$ cat src/rtl/fifo_pkg.sv
// Shared constants and state encoding for the fifo upstream push controller.
package fifo_pkg;

   localparam int unsigned BUS_SIZE_DEF   = 5;
   localparam int unsigned SKID_DEPTH_DEF = 4;

   localparam logic ST_RUN   = 1'b0;
   localparam logic ST_STALL = 1'b1;

   typedef enum logic {
      S_RUN   = ST_RUN,
      S_STALL = ST_STALL
   } push_state_e;

endpackage

$ cat src/rtl/skid_buf.sv
// Circular skid buffer: power-of-two depth, wrapping pointers, occupancy count.
module skid_buf
   import fifo_pkg::*;
#(
   parameter int unsigned WIDTH = BUS_SIZE_DEF,
   parameter int unsigned DEPTH = SKID_DEPTH_DEF,
   localparam int unsigned PW   = $clog2(DEPTH),
   localparam int unsigned CW   = PW + 1
) (
   input  logic             clk,
   input  logic             reset,
   input  logic             wr_en_i,
   input  logic             rd_en_i,
   input  logic [WIDTH-1:0] din_i,
   output logic [WIDTH-1:0] dout_o,
   output logic [CW-1:0]    count_o
);

   logic [WIDTH-1:0] mem_q [DEPTH];
   logic [PW-1:0]    wr_ptr_q, rd_ptr_q;
   logic [CW-1:0]    count_q, count_d;

   always_comb begin
      count_d = count_q;
      case ({wr_en_i, rd_en_i})
         2'b10:   count_d = count_q + CW'(1);
         2'b01:   count_d = count_q - CW'(1);
         default: count_d = count_q;
      endcase
   end

   always_ff @(posedge clk) begin
      if (reset) begin
         wr_ptr_q <= '0;
         rd_ptr_q <= '0;
         count_q  <= '0;
      end else begin
         if (wr_en_i) wr_ptr_q <= wr_ptr_q + PW'(1);
         if (rd_en_i) rd_ptr_q <= rd_ptr_q + PW'(1);
         count_q <= count_d;
      end
   end

   // Storage is not reset; stale entries are unreachable once the pointers clear.
   always_ff @(posedge clk) begin
      if (wr_en_i) mem_q[wr_ptr_q] <= din_i;
   end

   assign dout_o  = mem_q[rd_ptr_q];
   assign count_o = count_q;

endmodule

$ cat src/rtl/fifo_push_ctrl.sv
// Upstream flow control for the fifo: skid-buffers a valid/ready stream and
// pushes into the fifo, holding off while the fifo signals pause until continua.
module fifo_push_ctrl
   import fifo_pkg::*;
#(
   parameter int unsigned BUS_SIZE   = BUS_SIZE_DEF,
   parameter int unsigned SKID_DEPTH = SKID_DEPTH_DEF
) (
   input  logic                clk,
   input  logic                reset,
   input  logic                in_valid,
   input  logic [BUS_SIZE-1:0] in_data,
   output logic                in_ready,
   input  logic                pause,
   input  logic                continua,
   output logic                push,
   output logic [BUS_SIZE-1:0] data_out,
   output logic                stalled
);

   localparam int unsigned CW = $clog2(SKID_DEPTH) + 1;

   push_state_e         state_q, state_d;
   logic                push_q;
   logic [BUS_SIZE-1:0] data_q;
   logic                stalled_q;

   logic [CW-1:0]       count;
   logic [BUS_SIZE-1:0] head;
   logic                accept;
   logic                drain;

   assign in_ready = (count < CW'(SKID_DEPTH));
   assign accept   = in_valid & in_ready & ~reset;
   // Only drain in RUN with pause low; the edge that enters STALL pushes nothing.
   assign drain    = (state_q == S_RUN) & (count != '0) & ~pause & ~reset;

   skid_buf #(
      .WIDTH (BUS_SIZE),
      .DEPTH (SKID_DEPTH)
   ) u_skid (
      .clk     (clk),
      .reset   (reset),
      .wr_en_i (accept),
      .rd_en_i (drain),
      .din_i   (in_data),
      .dout_o  (head),
      .count_o (count)
   );

   // pause dominates continua when the fifo reports both.
   always_comb begin
      state_d = state_q;
      case (state_q)
         S_RUN:   if (pause) state_d = S_STALL;
         S_STALL: if (continua && !pause) state_d = S_RUN;
         default: state_d = S_RUN;
      endcase
   end

   always_ff @(posedge clk) begin
      if (reset) begin
         state_q   <= S_RUN;
         push_q    <= 1'b0;
         data_q    <= '0;
         stalled_q <= 1'b0;
      end else begin
         state_q   <= state_d;
         push_q    <= drain;
         stalled_q <= (state_d == S_STALL);
         if (drain) data_q <= head;
      end
   end

   assign push     = push_q;
   assign data_out = data_q;
   assign stalled  = stalled_q;

endmodule

$ cat config.mk
export PLATFORM = sky130hd
export DESIGN_NAME = fifo_push_ctrl
export DESIGN_NICKNAME = d
export VERILOG_FILES = /design/src/rtl/fifo_pkg.sv /design/src/rtl/skid_buf.sv /design/src/rtl/fifo_push_ctrl.sv
export SDC_FILE = /design/constraint.sdc
export NUM_CORES = 1
export LEC_CHECK = 0
export ABC_AREA = 1
export CAP_MARGIN = 20
export CORE_MARGIN = 1.5
export CORE_UTILIZATION = 54
export CTS_CLUSTER_SIZE = 16
export DETAILED_ROUTE_END_ITERATION = 7
export PLACE_DENSITY = 0.75
export SLEW_MARGIN = 20
export SYNTH_ARGS = -nofsm -noshare
export SYNTH_HDL_FRONTEND = slang
export SYNTH_SLANG_ARGS = --single-unit
$ cat constraint.sdc
create_clock -name clk -period 2.3 [get_ports clk]
set_input_delay 0.575 -clock clk [delete_from_list [all_inputs] [get_ports clk]]
set_output_delay 0.575 -clock clk [all_outputs]
set_load 0.02 [all_outputs]
---- After elaboration in Yosys (flattened, before gate mapping) ----
Memory sizes are Yosys's and may differ from the RTL's. A register that Yosys moved wholly into a read port is not among the register bits.
Cells that the tools add are included.
storage, ports and cells
  bits in registers ....................... 9
  RAM bits ................................ 20
  bits of input ports ..................... 10
  output and inout port bits .............. 8
  memories ................................ 1
memory list
  memory        depth  bits a word  read ports  clocked after Yosys merged registers in  wr ports  RTL line        text
  u_skid.mem_q  4      5            1           1                                        1         skid_buf.sv:19  logic [WIDTH-1:0] mem_q [DEPTH];
cells by class
  add/subtract/negate cells ............... 4
  magnitude comparators ................... 1
  eq/ne operators ......................... 2
  mux-type cells .......................... 6
  bitwise gates (word level) .............. 8
  reductions and logical operators ........ 4
operator list
  cell                                                                    count
  3-bit one-hot mux with 2 select lines                                   1
  1-bit AND                                                               5
  2-bit by 1-bit adder with 2-bit output (second input constant)          2
  1-bit 2-to-1 mux                                                        4
  3-bit by 1-bit adder with 3-bit output (second input constant)          1
  3-bit < comparator (second input constant)                              1
  1-bit inverter                                                          3
  3-bit nonzero test                                                      1
  3-bit by 1-bit subtractor with 3-bit output (second input constant)     1
  2-bit by 1-bit equality test with 1-bit output (second input constant)  1
  2-bit equality test (second input constant)                             1
  1-bit one-hot mux with 2 select lines                                   1
  2-bit nonzero test                                                      1
  1-bit logical AND                                                       1
  1-bit logical NOT                                                       1

---- Longest topological paths before layout ----
  word-level depth ........................ 6
  mapped depth ............................ 13
  mapped depth without buffers ............ 13

---- Cells and area by module ----
A second synthesis with hierarchy kept.
second synthesis, totals
  cell total of the unflattened synthesis .. 151
  area, all modules ....................... 1,519.0 µm²
modules (own cells, without submodules)
  module          times used  cells each  area an instance (µm²)  sequential area each (µm²)
  skid_buf        1           103         1,168.6                 780.7
  fifo_push_ctrl  1           48          350.3                   140.1

---- Worst setup path before layout ----
No wires, ideal clock.
  kind .................................... input port to flip-flop
  start ................................... input pause
  end ..................................... register u_skid.count_q[2] (netlist: u_skid.count_o[2])
  arrival ................................. 1,798 ps
  data required time ...................... 2,187 ps
  slack ................................... 389 ps
  cell stages on the path ................. 12
  path buffers ............................ 0
  cell sequence ........................... nor2_4 -> nand2_4 -> nor2_4 -> ha_1 -> inv_1 -> fa_1 -> inv_1 -> nand2_1 -> nand3_1 -> nand2_1 -> nand2_1 -> nor2_1
between the ends
  longest elaborated chain between the ends .. 5
  elaborated cells between the ends (all ways) .. 7
  classes of those cells .................. eq/ne (2); mux (1); bitwise (3); reduce/logical (1)
ends and longest elaborated chain
  element                                                                                       RTL line              text
  start: declaration                                                                            fifo_push_ctrl.sv:14  input logic pause,
  1-bit inverter (*)                                                                            fifo_push_ctrl.sv:36  assign drain = (state_q == S_RUN) & (count != '0) & ~pause & ~reset;
  1-bit AND (*) (2 in series)                                                                   fifo_push_ctrl.sv:36
  via drain                                                                                     fifo_push_ctrl.sv:31  logic drain;
  2-bit by 1-bit equality test with 1-bit output / 2-bit equality test (equally long branches)  skid_buf.sv:25        case ({wr_en_i, rd_en_i})
  3-bit one-hot mux with 2 select lines / 2-bit nonzero test (equally long branches)            -
  end signal: assignment                                                                        skid_buf.sv:40        count_q <= count_d;
  end: declaration                                                                              skid_buf.sv:21        logic [CW-1:0] count_q, count_d;
Mark *: on every way through the listed nets, which the timed path passes. The rest lies on a longest branch.
A chain may end at the register's enable or synchronous reset.

---- Worst setup path after layout ----
Same ends and word-level chain as after synthesis.

==> metrics.md <==
| Metric | Value |
|---|---|
| Status | finished clean |
| Number of global-route vias before repair | between 900 and 1k |
| Finished layout cell area | 1823 um2 |
| Reg-to-reg startpoint | u_skid.count_o[0]$_SDFFE_PP0P_ |
| Register area | about 880 um2 |
| Hold Path Class | register to register |
| Cells on worst reg2reg path | 13 |
| Initial Util | roughly 58% |
| WHS Path Cells | 2 |
| RSZ-0062 raised after global routing | no |
| TritonCTS clock tree | built |
| Slowest stage delay, CP | 0.46 ns |
| H-Tree Depth | 2 |
| Post-synthesis sequential element count | 34 |
| Num rows | 18 |
| Postcts setup bufs | 0 |
| P_leak | just under 0.0008 uW |
| Total Nets Final | around 200 |
| Initial drt markers | 27 |
| Power density over the cells | 772.3 nW/um2 |
| CP Launch Type | input port |
| Cell variety after synth | 20 |
| Crit path max fanout | 2 |
| Min Tclk post-route | a little over 2 ns |
| Clock Latency Late Sink | between 0.3 and 0.4 ns |
| Relative slew slack | between 60% and 70% |
| Port Buf Inserts | 17 |
| Number of max-cap violations | 0 |
| Cells after DPL | 204 |
| Vias per cell | between 4 and 5 |
| Initial antenna violation count | 0 |
| Mapped Nets | between 150 and 200 |
| Post-synthesis sequential area ratio | between 50% and 60% |
| WL final | 2650 um |
| Crit share post-route | about 90% |
| Peak VDD IR | approximately 0.60 mV |
| Hold Crit Start | data_out[2]$_SDFFE_PP0P_ |
| Final hold slack | 0.4737 ns |
| Post-CTS Resized | 0 |
| WS Path Type | input port to register |
| HPWL after DPL | ~1800 um |
| Flop pwr share | around half |
| Final Hold Fails | 0 |
| Multi-input gate area in the final layout | approximately 480 um2 |
| Largest net degree at the start of global routing | 17 |
| Most frequent cells in the layout | nand2_1, edfxtp_1, inv_1, clkdlybuf4s50_1 |
| Final std cells w/o fill | roughly 210 |
| Fraction of layout cells with a size suffix above 1 | between 10% and 20% |
| First-pass GRT wire length | between 4000 and 5000 um |
| Area post-placement | ~1700 um2 |
| Sw power | 321.4 uW |
| Internal Power | between 1000 and 1500 uW |
| Share of flip-flops with an asynchronous set or reset | 0% |
| Comb pwr share | between 10 and 15% |
| Core Area | approximately 2500 um2 |
| Syn Area/Cell | approximately 9.8 um2 |
| Total gr overflow | 0 |
| Die ar. | just over 3000 um2 |
| CP delay by family, top | buffers and inverters |
| Sw Ratio | between 20 and 25% |
| Most frequent CP cell | nand2_1 |
| Die H | 55.16 um |
| Clock slew at reported path FFs | 0.11 ns |
| Final setup vio count | 0 |
| Crit path cell chain | clkdlybuf4s50_1 -> nor2_4 -> nand2_4 -> nor2_4 -> ha_1 -> inv_1 -> fa_1 -> inv_1 -> nand2_1 -> nand3_1 -> nand2_1 -> nand2_1 -> nor2_1 |
| Sink Count | 34 |
| Reg2reg setup slack | a little under 0.5 ns |
| Die width | 55.16 um |
| Remaining DRCs | 0 |
| I/O pin count | 18 |
| RePlAce Congestion | approximately 0.73 |
| Ys Warns | 0 |
| Routed vias | about 1.0k |
| WHS Endpoint | data_out[2]$_SDFFE_PP0P_ |
| Clock Root Buffer | clkbuf_4 |
| Critical path endpoint category | register |
| Crit path max-delay cell type | clkdlybuf4s50_1 |
| Num CTS Buffers | 5 |
| Worst R2R End | u_skid.count_o[2]$_SDFFE_PP0P_ |
| Slew Viols, Final | 0 |
| Inserted Diodes | 0 |
| Clock network fraction of design power | between 30% and 40% |
| Mapped Area | 1469 um2 |
| Max frequency | between 0.4 and 0.5 GHz |
| Worst Tran Pin Value | 0.5469 ns |
| Antenna viol nets, final | 0 |
| Worst Path Buf+Inv | 3 |
| Synthesized instance count | 150 |
| Commonest non-fill, non-tap cell in the layout | nand2_1 |
| Layout area overhead | 24.11% |
| Hold buffers post-CTS | 0 |
| First drt pass iteration count | 5 |
| Critical path arrival | 2.32 ns |
| Number of synthesized flops with an enable pin | 20 |
| Max Root-Sink Buffers | 2 |
| Design Power | about 1400 uW |
| WP data required | roughly 2.5 ns |
| Overall Global Routing Usage | about a fifth |
| Fillers | about 180 |
| Avg WL per Cell | roughly 13 um |
| Clock skew | around 0.013 ns |
| Most used DFF post-synth | edfxtp_1 |
==> synthesized netlist by cell type (2+ instances only) <==
cell type | n | area (um2)
edfxtp_1 | 20 | 600.6
inv_2 | 3 | 11.26
ha_1 | 5 | 62.56
o21ai_1 | 9 | 45.04
buf_6 | 2 | 22.52
dfxtp_1 | 14 | 280.3
nand2_1 | 43 | 161.4
nand3_1 | 7 | 35.03
a21oi_1 | 5 | 25.02
nor2_4 | 2 | 22.52
nor2_1 | 14 | 52.55
o21ai_0 | 2 | 10.01
inv_1 | 17 | 63.81
==> metal layers <==
metal,track usage [%],vias up,wire [um]
met3,8.065,0,137
li1,-,543,-
met2,36.31,24,1329
met5,0,-,0
met4,8.537,0,0
met1,23.72,480,1182
==> power groups by stage <==
stage,clock network (uW),registers (uW),logic (uW)
finish,531,696,181
CTS,553,695,182
global route,571,699,202
detailed placement,0,708,178
floorplan,0,711,106
global placement,0,707,172
==> how the worst max path moves through the flow <==
stage / startpoint / to / slack, ns / cells past startpoint
floorplan: pause / u_skid.count_o[2]$_SDFFE_PP0P_ / 0.39 / 12
global placement: reset / u_skid.count_o[2]$_SDFFE_PP0P_ / -0.03 / 12
detailed placement: pause / u_skid.count_o[2]$_SDFFE_PP0P_ / -0.09 / 13
CTS: pause / u_skid.count_o[2]$_SDFFE_PP0P_ / 0.26 / 13
global route: pause / u_skid.count_o[2]$_SDFFE_PP0P_ / 0.15 / 13
finish: pause / u_skid.count_o[2]$_SDFFE_PP0P_ / 0.23 / 13
==> final cells by class <==
type	count	area share [%]
Clock buffer	5	2.059
Clock inverter	3	3.500
Inverter	20	4.118
Multi-Input combinational cell	93	26.49
Sequential cell	34	48.32
Tap cell	30	2.059
Timing Repair Buffer	27	13.45
==> flip-flops by register name (all words and copies together), names as in the netlist <==
signal	count
data_out	5
push	1
stalled	1
u_skid.count_o	3
u_skid.mem_q	20
u_skid.rd_ptr_q	2
u_skid.wr_ptr_q	2
==> cells by family (layout without fill, tap and decap cells) <==
| logic type | count (synthesis) | in the layout | share of synthesized area [%] |
|---|---|---|---|
| compound gates | 17 | 17 | 5.962 |
| fa+ha+maj | 6 | 6 | 5.622 |
| buf+inv | 23 | 55 | 7.155 |
| flops | 34 | 34 | 59.97 |
| simple gates | 70 | 70 | 21.29 |
==> through the flow <==
stage                     TNS (ns)  worst slack [ns]  util [%]
after floorplan                  0            0.3887         -
after global placement    -0.02783          -0.02783     68.25
after detailed placement  -0.09302          -0.09302     68.25
after CTS                        0            0.2613     72.27
after global routing             0            0.1452     72.27
final                            0            0.2251     72.27
==> tightest hold or removal path, cell delays in order, from the launching register on <==
cell     delay, ns
dfxtp_1       0.32
nand3_1       0.07
nand2_1       0.05
(Power assumes the default switching activity.)
